--- src/rtl/fifo_wr_arbiter.sv ---
// Round-robin arbiter sharing one async-FIFO write port between NREQ requesters.
// Owners get bursts of up to MAXBURST words; wfull stalls the burst without losing it.
module fifo_wr_arbiter #(
   parameter int unsigned DSIZE    = 8,
   parameter int unsigned NREQ     = 4,
   parameter int unsigned MAXBURST = 4,
   parameter int unsigned IDW      = 2
) (
   input  logic                  wclk,
   input  logic                  rst_n,
   input  logic [NREQ-1:0]       req,
   input  logic [NREQ*DSIZE-1:0] req_data,
   output logic [NREQ-1:0]       gnt,
   input  logic                  wfull,
   output logic [DSIZE-1:0]      wdata,
   output logic                  winc,
   output logic                  busy,
   output logic [IDW-1:0]        owner
);

   localparam int unsigned BW = $clog2(MAXBURST + 1);

   typedef enum logic [0:0] {StIdle, StGrant} state_e;

   state_e           state_q, state_d;
   logic [IDW-1:0]   owner_q, owner_d;
   logic [BW-1:0]    bcnt_q, bcnt_d;
   logic [IDW-1:0]   pick;
   logic [IDW-1:0]   cand;
   logic             found;
   logic             xfer;
   logic [DSIZE-1:0] slice [NREQ];

   for (genvar g = 0; g < NREQ; g++) begin : g_slice
      assign slice[g] = req_data[g*DSIZE +: DSIZE];
   end

   // Scan starts one past the last owner; the owner itself is the last candidate.
   always_comb begin
      pick  = owner_q;
      found = 1'b0;
      cand  = '0;
      for (int k = 1; k <= int'(NREQ); k++) begin
         cand = IDW'((32'(owner_q) + 32'(k)) % NREQ);
         if (!found && req[cand]) begin
            found = 1'b1;
            pick  = cand;
         end
      end
   end

   assign xfer  = (state_q == StGrant) & req[owner_q] & ~wfull;
   assign winc  = xfer;
   assign busy  = (state_q == StGrant);
   assign owner = owner_q;

   always_comb begin
      gnt   = '0;
      wdata = '0;
      if (xfer) begin
         gnt[owner_q] = 1'b1;
         wdata        = slice[owner_q];
      end
   end

   always_comb begin
      state_d = state_q;
      owner_d = owner_q;
      bcnt_d  = bcnt_q;
      case (state_q)
         StIdle: begin
            if (|req) begin
               owner_d = pick;
               bcnt_d  = '0;
               state_d = StGrant;
            end
         end
         StGrant: begin
            if (!req[owner_q]) begin
               state_d = StIdle;
            end else if (xfer) begin
               bcnt_d = bcnt_q + BW'(1);
               if (bcnt_d == BW'(MAXBURST)) state_d = StIdle;
            end
         end
         default: state_d = StIdle;
      endcase
   end

   always_ff @(posedge wclk or negedge rst_n) begin
      if (!rst_n) begin
         state_q <= StIdle;
         owner_q <= IDW'(NREQ - 1);
         bcnt_q  <= '0;
      end else begin
         state_q <= state_d;
         owner_q <= owner_d;
         bcnt_q  <= bcnt_d;
      end
   end

endmodule
--- config.mk ---
export PLATFORM = sky130hd
export DESIGN_NAME = fifo_wr_arbiter
export DESIGN_NICKNAME = d
export VERILOG_FILES = /design/src/rtl/fifo_wr_arbiter.sv
export SDC_FILE = /design/constraint.sdc
export NUM_CORES = 1
export LEC_CHECK = 0
export ABC_AREA = 1
export CORE_AREA = 2 2 42 51
export CTS_CLUSTER_DIAMETER = 200
export DETAILED_ROUTE_END_ITERATION = 10
export DIE_AREA = 0 0 44 53
export DONT_BUFFER_PORTS = 1
export MAX_ROUTING_LAYER = met4
export REMOVE_ABC_BUFFERS = 1
export SYNTH_ARGS = -nofsm -noshare
export SYNTH_HDL_FRONTEND = slang
export SYNTH_SLANG_ARGS = --single-unit
export TNS_END_PERCENT = 1
--- constraint.sdc ---
create_clock -name wclk -period 2.3 [get_ports wclk]
set_input_delay 0.115 -clock wclk [delete_from_list [all_inputs] [get_ports wclk]]
set_output_delay 0.115 -clock wclk [all_outputs]
set_load 0.005 [all_outputs]
==> flow_metrics.tcl <==
set metrics [dict create \
    status "complete, no violations" \
    synthDistinctLibCells 22 \
    rsz0062_at_grt "no" \
    finalCoreUtilization_pct 49.5 \
    crit_top_cell "nand2_1" \
    nNetsFinal 197 \
    fin_area_um2 906 \
    whs_ns 0.0347 \
    yosysWarnings 0 \
    core_area_um2 1830 \
    antenna_found_initial 0 \
    clock-sinks 6 \
    worstPathRequired_ns 2.18 \
    ctsResizeCount 0 \
    dpl-instance-area_um2 870 \
    max_clock_freq_mhz 496 \
    tns_ns 0 \
    synth_area_leaders "nor2_1 17%, nand2_1 14%, dfrtp_1 11%, o21ai_0 9.1%, ha_1 8.5%" \
    die_y_um 53 \
    finalCritPeriodShare_pct 87.6 \
    fill_cells 197 \
    synthArstFlopShare_pct 100 \
    routabilityCongestion 0.844 \
    synth_edf_count 0 \
    netlist_area_um2 878 \
    path_cells "buf_4, nand2_1, nand2_1, nand2_1, o21ai_2, nand3b_4, a21oi_1" \
    clk_pin_slew_worst_paths_ns 0.05 \
    critPathMaxStageDelay_ns 0.53 \
    synth_top_area_cell "nor2_1" \
    finalSetupViolations 0 \
    htree_levels 1 \
    area_growth_pct 3.13 \
    fp.dieW_um 44 \
    vias 925 \
    root_buffer "clkbuf_4" \
    multi_input_area_um2 622 \
    seq_area_um2 153 \
    relSlewSlack_pct 71.4 \
    synth.most_common_cell "nor2_1" \
    synth_flop_cell "dfrtp_1" \
    numCtsBuffers 3 \
    arrival_ns 1.90 \
    cts_buffer_depth 2 \
    initial_core_util_pct 48.0 \
    hold_path.class "in2reg" \
    powerDensity_nw_per_um2 1390 \
    routedWlPerCell_um 12.1 \
    p_leak_nw 0.462 \
    avgSynthCellArea_um2 5.82 \
    drc_errors 0 \
    drv_cap 0 \
    power_w 0.00126 \
    layout-drive-gt1-share_pct 11.3 \
    hold_viol_final 0 \
    slew_viol_final 0 \
    diodes 0 \
    end_kind "primary output" \
    tightest_slew_ns 0.428 \
    grt_pass1_vias 865 \
    syn_inst 151 \
    clk_latency_ns 0.24 \
    cp-start-kind "flop" \
    grt_pass1_wl_mm 3.61 \
    crit_family "flip-flops" \
    grtUsageTotal_pct 20.9 \
    rows 17 \
    overflow 0 \
    timing_worst_setup_path_type "reg2out" \
    seq_area_frac_synth_pct 17.4 \
    grt_max_degree 26 \
    dr.pass1.iters 5 \
    cp_num_buf_inv 1 \
    hpwl_mm 1.60 \
    yosys_register_bits 6 \
    synth_top_cell_area_share_pct 16.7 \
    min_period_ns 2.02 \
    ys_top_cells_by_count "39 x nor2_1, 33 x nand2_1, 16 x o21ai_0" \
    portBuffers 0 \
    slowest_stage "dfstp_2" \
    cts_tree "yes" \
    wirelength_mm 2.05 \
    ir_worst_vdd_mv 0.749 \
    drt-vias-per-instance 5.44 \
    io_pins 55 \
    die_area_um2 2330 \
    drt_iter0_markers 22 \
    crit_fanout 25 \
    finClkSkew_ns 0.00742 \
    antenna_left 0 \
]
[worst paths after layout]
kind / start / to / slack [ns] / cells past startpoint
min reg2reg: bcnt_q[1]$_DFFE_PN0P_ / bcnt_q[1]$_DFFE_PN0P_ / 0.52 / 2
min: wfull / busy$_DFF_PN0_ / 0.03 / 2
max reg2reg: owner[1]$_DFFE_PN1P_ / owner[1]$_DFFE_PN1P_ / 0.39 / 9
max in group asynchronous: rst_n / owner[0]$_DFFE_PN1P_ / 1.84 / 1
max: owner[0]$_DFFE_PN1P_ / wdata[0] / 0.28 / 7
min in group asynchronous: rst_n / bcnt_q[2]$_DFFE_PN0P_ / 0.18 / 1
[sequential cells by signal, summed over array words and instances (netlist names)]
signal / flops
bcnt_q: 3
owner: 2
busy: 1
[power breakdown]
part	total [W]	switching, W	internal [W]
logic	0.000952	0.000638	0.000314
registers	0.000208	0.0000408	0.000167
clock network	0.000103	0.0000373	0.0000657
[layout by cell type (no fill, tap or decap), drive strengths merged]
cell type / count
buf: 2
inv: 15
nand3b: 1
ha: 6
o22ai: 1
dfstp: 2
nor2: 39
a31oi: 1
dfrtp: 4
dlygate4sd3: 1
a21oi: 10
o21ai: 17
clkbuf: 4
nand3: 14
nand2: 33
o211ai: 1
[cells by family (layout without fill, tap and decap cells)]
kind of cell | count (synthesis) | after routing | share of synthesized area [%]
flops | 6 | 6 | 17.4
simple gates | 87 | 87 | 41.6
buf+inv | 22 | 22 | 11.8
fa+ha+maj | 6 | 6 | 8.55
compound gates | 30 | 30 | 20.7
[per-layer routing]
metal	share of wire, %	GRT usage, %
met1	39	22.6
met3	8.7	5.80
met4	1.2	5.56
met5	0	-
met2	51	37.0
[cell type report]
class	count	area share [%]
Inverter	15	6.22
Multi-Input combinational cell	123	68.6
Sequential cell	6	16.9
Timing Repair Buffer	3	2.76
Tap cell	19	2.62
Clock buffer	4	2.90
[stage by stage]
step	std cells	setup slack (ns)
final	170	0.284
after global placement	165	0.456
after CTS	170	0.265
after floorplan	144	0.321
after global routing	170	0.100
after detailed placement	165	0.413
[timing repair]
action,in CTS,in global routing
setup endpoints to repair,0,0
hold buffers,1,0
buffers inserted,0,0
endpoints found under the hold margin,6,0
Note: power is estimated with default switching activity, not from simulation.
